### src/rtl/serial_adder_pkg.sv
// Shared types and helpers for the digit-serial adder.
// Holds the FSM state encoding and the digit-counter width calculation.
package serial_adder_pkg;

    typedef enum logic {
        IDLE = 1'b0,
        RUN  = 1'b1
    } state_t;

    function automatic int cnt_width(input int width, input int digit);
        int n;
        n = width / digit;
        return (n > 1) ? $clog2(n) : 1;
    endfunction

endpackage

### src/rtl/full_adder.sv
// One-bit full adder cell.
// Building block for the ripple digit adder.
module full_adder (
    input  logic a,
    input  logic b,
    input  logic cin,
    output logic sum,
    output logic cout
);

    assign sum  = a ^ b ^ cin;
    assign cout = (a & b) | (cin & (a ^ b));

endmodule

### src/rtl/serial_adder_digit.sv
// Combinational DIGIT-bit ripple adder built from full_adder cells.
// Also exposes the carry into the MSB for overflow detection.
module digit_adder #(
    parameter int DIGIT = 4
) (
    input  logic [DIGIT-1:0] a,
    input  logic [DIGIT-1:0] b,
    input  logic             cin,
    output logic [DIGIT-1:0] sum,
    output logic             cout,
    output logic             c_msb
);

    logic [DIGIT:0] c;

    assign c[0] = cin;

    for (genvar i = 0; i < DIGIT; i++) begin : g_fa
        full_adder u_fa (
            .a    (a[i]),
            .b    (b[i]),
            .cin  (c[i]),
            .sum  (sum[i]),
            .cout (c[i+1])
        );
    end

    assign cout  = c[DIGIT];
    assign c_msb = c[DIGIT-1];

endmodule

### src/rtl/serial_adder.sv
// Digit-serial add/subtract: one DIGIT-bit slice per cycle, LSB first.
// Results land on the edge that raises done and hold until the next one.
module serial_adder
    import serial_adder_pkg::*;
#(
    parameter int WIDTH = 16,
    parameter int DIGIT = 4
) (
    input  logic             clk,
    input  logic             rst_n,
    input  logic             start,
    input  logic [WIDTH-1:0] a,
    input  logic [WIDTH-1:0] b,
    input  logic             cin,
    input  logic             sub,
    output logic             busy,
    output logic             done,
    output logic [WIDTH-1:0] sum,
    output logic             cout,
    output logic             ovf
);

    localparam int N  = WIDTH / DIGIT;
    localparam int CW = cnt_width(WIDTH, DIGIT);
    localparam logic [CW-1:0] LAST = CW'(N - 1);

    if (WIDTH % DIGIT != 0) begin : g_bad_digit
        $error("serial_adder: WIDTH must be a multiple of DIGIT");
    end

    state_t state;
    state_t state_next;

    logic [WIDTH-1:0] a_q;
    logic [WIDTH-1:0] b_q;
    logic [WIDTH-1:0] acc;
    logic [WIDTH-1:0] acc_next;
    logic             sub_q;
    logic             carry_q;
    logic [CW-1:0]    cnt;
    logic             run;
    logic             last;
    logic             accept;

    logic             done_q;
    logic [WIDTH-1:0] sum_q;
    logic             cout_q;
    logic             ovf_q;

    logic [DIGIT-1:0] b_slice;
    logic [DIGIT-1:0] s_slice;
    logic             c_out;
    logic             c_msb;

    // FSM: state register
    always_ff @(posedge clk or negedge rst_n) begin
        if (!rst_n) state <= IDLE;
        else        state <= state_next;
    end

    // FSM: next state
    always_comb begin
        state_next = state;
        unique case (state)
            IDLE: if (start) state_next = RUN;
            RUN:  if (last)  state_next = IDLE;
            default: state_next = IDLE;
        endcase
    end

    // FSM: outputs
    always_comb begin
        run  = (state == RUN);
        busy = run;
    end

    assign last   = run && (cnt == LAST);
    assign accept = (state == IDLE) && start;

    // Subtraction feeds ~B with an initial carry of 1.
    assign b_slice = b_q[DIGIT-1:0] ^ {DIGIT{sub_q}};

    digit_adder #(
        .DIGIT (DIGIT)
    ) u_digit (
        .a     (a_q[DIGIT-1:0]),
        .b     (b_slice),
        .cin   (carry_q),
        .sum   (s_slice),
        .cout  (c_out),
        .c_msb (c_msb)
    );

    assign acc_next = (acc >> DIGIT) | (WIDTH'(s_slice) << (WIDTH - DIGIT));

    always_ff @(posedge clk or negedge rst_n) begin
        if (!rst_n) begin
            a_q     <= '0;
            b_q     <= '0;
            acc     <= '0;
            sub_q   <= 1'b0;
            carry_q <= 1'b0;
            cnt     <= '0;
        end else if (accept) begin
            a_q     <= a;
            b_q     <= b;
            acc     <= '0;
            sub_q   <= sub;
            carry_q <= sub | cin;
            cnt     <= '0;
        end else if (run) begin
            a_q     <= a_q >> DIGIT;
            b_q     <= b_q >> DIGIT;
            acc     <= acc_next;
            carry_q <= c_out;
            cnt     <= last ? '0 : cnt + CW'(1);
        end
    end

    always_ff @(posedge clk or negedge rst_n) begin
        if (!rst_n) begin
            done_q <= 1'b0;
            sum_q  <= '0;
            cout_q <= 1'b0;
            ovf_q  <= 1'b0;
        end else begin
            done_q <= last;
            if (last) begin
                sum_q  <= acc_next;
                cout_q <= c_out;
                ovf_q  <= c_out ^ c_msb;
            end
        end
    end

    assign done = done_q;
    assign sum  = sum_q;
    assign cout = cout_q;
    assign ovf  = ovf_q;

endmodule

### config.mk
export PLATFORM = sky130hd
export DESIGN_NAME = serial_adder
export DESIGN_NICKNAME = d
export VERILOG_FILES = /design/src/rtl/serial_adder_pkg.sv /design/src/rtl/full_adder.sv /design/src/rtl/serial_adder_digit.sv /design/src/rtl/serial_adder.sv
export SDC_FILE = /design/constraint.sdc
export NUM_CORES = 1
export LEC_CHECK = 0
export CORE_ASPECT_RATIO = 2
export CORE_UTILIZATION = 35
export DETAILED_ROUTE_END_ITERATION = 10
export PLACE_DENSITY = 0.64
export SYNTH_ARGS = -nofsm -noshare
export SYNTH_HDL_FRONTEND = slang
export SYNTH_SLANG_ARGS = --single-unit
### constraint.sdc
create_clock -name clk -period 3.65 [get_ports clk]
set_input_delay 0.365 -clock clk [delete_from_list [all_inputs] [get_ports clk]]
set_output_delay 0.365 -clock clk [all_outputs]
set_load 0.005 [all_outputs]
==> flow_summary.yaml <==
status:
  outcome: "completed"
global_route:
  grt_pass1_wl_mm: 9.72
  grt.overflow.total: 0
  first_global_vias: 1985
  grtUsageTotal_pct: 15.1
  antenna_found_initial: 0
  grt_max_degree: 46
yosys:
  synth_top_family_by_area: "multiplexers"
  synth_simple_gate_area_share_pct: 6.82
  syn_inst: 242
  avgSynthCellArea_um2: 12.3
  synth_compound_area_share_pct: 8.26
  syn-num-nets: 284
  synth_mux_area_share_pct: 18.3
  synthDistinctLibCells: 25
  synthAdderAreaFrac_pct: 3.12
  ys_seq_elements: 68
  ys_seq_area_share_pct: 57.3
  syn_area_um2: 2970
  synth_xor_area_share_pct: 1.47
  yosysWarnings: 0
power_and_ir_drop:
  p_per_area_nw_per_um2: 856
  leakage_nw: 1.82
  p_total_mw: 3.34
  ir_drop_v: 0.000617
drt:
  routed_wl_mm: 5.78
  avgRoutedWirePerCell_um: 14.4
  via_per_inst: 4.80
  firstDrtPassIters: 4
  drtIter0Drc: 95
  num_vias: 1920
  ant_nets: 0
  route.detailed.drc: 0
final_layout:
  fillers: 782
  diodes: 0
  layout-drive-gt1-share_pct: 12.3
  final_nets: 339
  final_util_pct: 47.3
  syn2layout_area_growth_pct: 31.2
  stdcell_count: 400
timing:
  finalHoldViolCount: 0
  worst_slew_margin_rel_pct: 32.3
  fin_crit_sh_pct: 77.4
  setup_violations: 0
  tns_ps: 0
  fin_crit_ps: 2830
  worst_pin_slew_ps: 1020
  fmax_mhz: 354
  finalClockSkew_ps: 3.24
  maxSlewViolCount: 0
  rsz0062_at_grt: "no"
critical_path:
  crit_family: "adder cells"
  crit_required_ps: 3860
  reg2reg_to: "ovf"
  critPathKind: "flop to flop"
  cp-end-kind: "flop"
  start_kind: "flop"
  reg2reg_from: "sub_q"
  reg2regPathDepth: 7
  cp.arrival_ps: 3040
  cp_common_cell: "fa_1"
  cp.buffers_inverters: 0
  critical-path-max-stage-delay_ps: 450
  worst_path_max_delay_cell: "dfrtp_1"
  regToRegSetupSlack_ps: 820
  path_max_fanout: 5
  critical_path.cell_chain: "xnor2_1 > fa_1 > fa_1 > fa_1 > fa_1 > xor2_1 > mux2_2"
floorplanning:
  die-area_um2: 8880
  io_pins: 57
  initial_core_util_pct: 36.1
  core_region_area_um2: 8230
  num_rows: 47
  die_h_um: 132
  die_w_um: 67.1
hold_path:
  min_path_type: "input port to asynchronous set/reset pin"
clock_network:
  clk_pin_slew_ps: 60
  clk_path_buf_depth: 2
  clock_latency_ps: 330
  cts_buffers: 9
  postCtsSetupRepairBufs: 0
  htreeDepth: 3
  clockRootBuffer: "clkbuf_16"
  cts_hold_buf: 0
  cts_tree: "built"
  post_cts_resized: 0
  clock_sinks: 68
placement:
  dp_hpwl_mm: 3.95
  dp.cells: 384
  gp_congestion: 0.772
  port_buffers: 56
run:
  cap_violations: 0
[sequential cells by signal, indices dropped and copies added (netlist names)]
register	cells
sub_q	1
carry_q	1
sum	16
a_q	16
ovf	1
busy	1
done	1
b_q	16
cout	1
acc	12
cnt	2
[synth_stat cells (all sizes together)]
master	n	area share [%]
o21ai	26	4.4
nor2	9	1.1
nand2b	6	1.3
mux2i	37	12
nor3b	1	0.25
o31ai	1	0.25
nor2b	1	0.21
ha	1	0.42
dfrtp	68	57
nand2	27	3.7
buf	12	2.9
xnor2	4	1.2
fa	4	2.7
clkbuf	3	0.38
inv	12	1.5
a22o	7	2.1
o21bai	2	0.51
o22ai	5	1.1
or3b	1	0.29
mux2	14	5.8
xor2	1	0.29
[logic make-up after synthesis]
family,Yosys count
AO/OA/AOI/OAI,41
XOR/XNOR,5
adder cells (fa/ha/maj),5
buffers and inverters,27
flip-flops,68
multiplexers,51
AND/OR/NAND/NOR,45
[report_power, final]
| group | internal [mW] | switching, mW | leakage (nW) |
|---|---|---|---|
| clock network | 0.601 | 0.330 | 0.152 |
| registers | 1.08 | 0.234 | 0.866 |
| logic | 0.626 | 0.472 | 0.799 |
| total | 2.30 | 1.04 | 1.82 |
[area by class of cell]
type | instances | area (µm²) | area share, %
clock buffers | 9 | 225 | 5.78
clock inverters | 7 | 101 | 2.60
inverters | 12 | 45.0 | 1.16
multi-input cells | 147 | 1130 | 28.9
flip-flops and latches | 68 | 1700 | 43.7
well taps | 98 | 123 | 3.15
repair buffers | 59 | 573 | 14.7
[how the worst max path moves through the flow]
stage,start,endpoint,depth (start not counted)
after detailed placement,sub_q,ovf,7
after global placement,sub_q,ovf,7
after floorplan,sub_q,ovf,8
after global routing,sub_q,ovf,7
after CTS,sub_q,ovf,7
final,sub_q,ovf,7
[layer usage]
metal,vias up,GRT usage (%),wire (µm)
met1,935,18.0,2380
li1,931,-,-
met4,0,8.16,148
met5,-,0,0
met3,10,3.81,226
met2,44,24.0,3020
[cells in the final DEF, fill, tap and decap left out, types with 2 or more instances in the layout]
| cell type | n |
|---|---|
| nand2b_1 | 6 |
| buf_4 | 3 |
| fa_1 | 4 |
| o21ai_0 | 26 |
| mux2_2 | 10 |
| nor2_1 | 9 |
| mux2i_1 | 37 |
| bufinv_16 | 2 |
| buf_2 | 2 |
| clkbuf_16 | 9 |
| mux2_4 | 4 |
| a22o_1 | 7 |
| clkdlybuf4s50_1 | 54 |
| inv_1 | 12 |
| o21bai_1 | 2 |
| o22ai_1 | 5 |
| dfrtp_1 | 67 |
| nand2_1 | 26 |
| xnor2_1 | 4 |
| clkinv_4 | 3 |
| clkinvlp_4 | 2 |
[through the flow]
step                      hold WS [ps]  worst slack [ps]  area (µm²)
final                              211               825        3900
after global routing               309               758        3900
after CTS                          235               822        3900
after detailed placement           469               831        3570
after global placement             459               886        3570
after floorplan                   69.4               867        2970
Note: power is estimated with default switching activity, not from simulation.
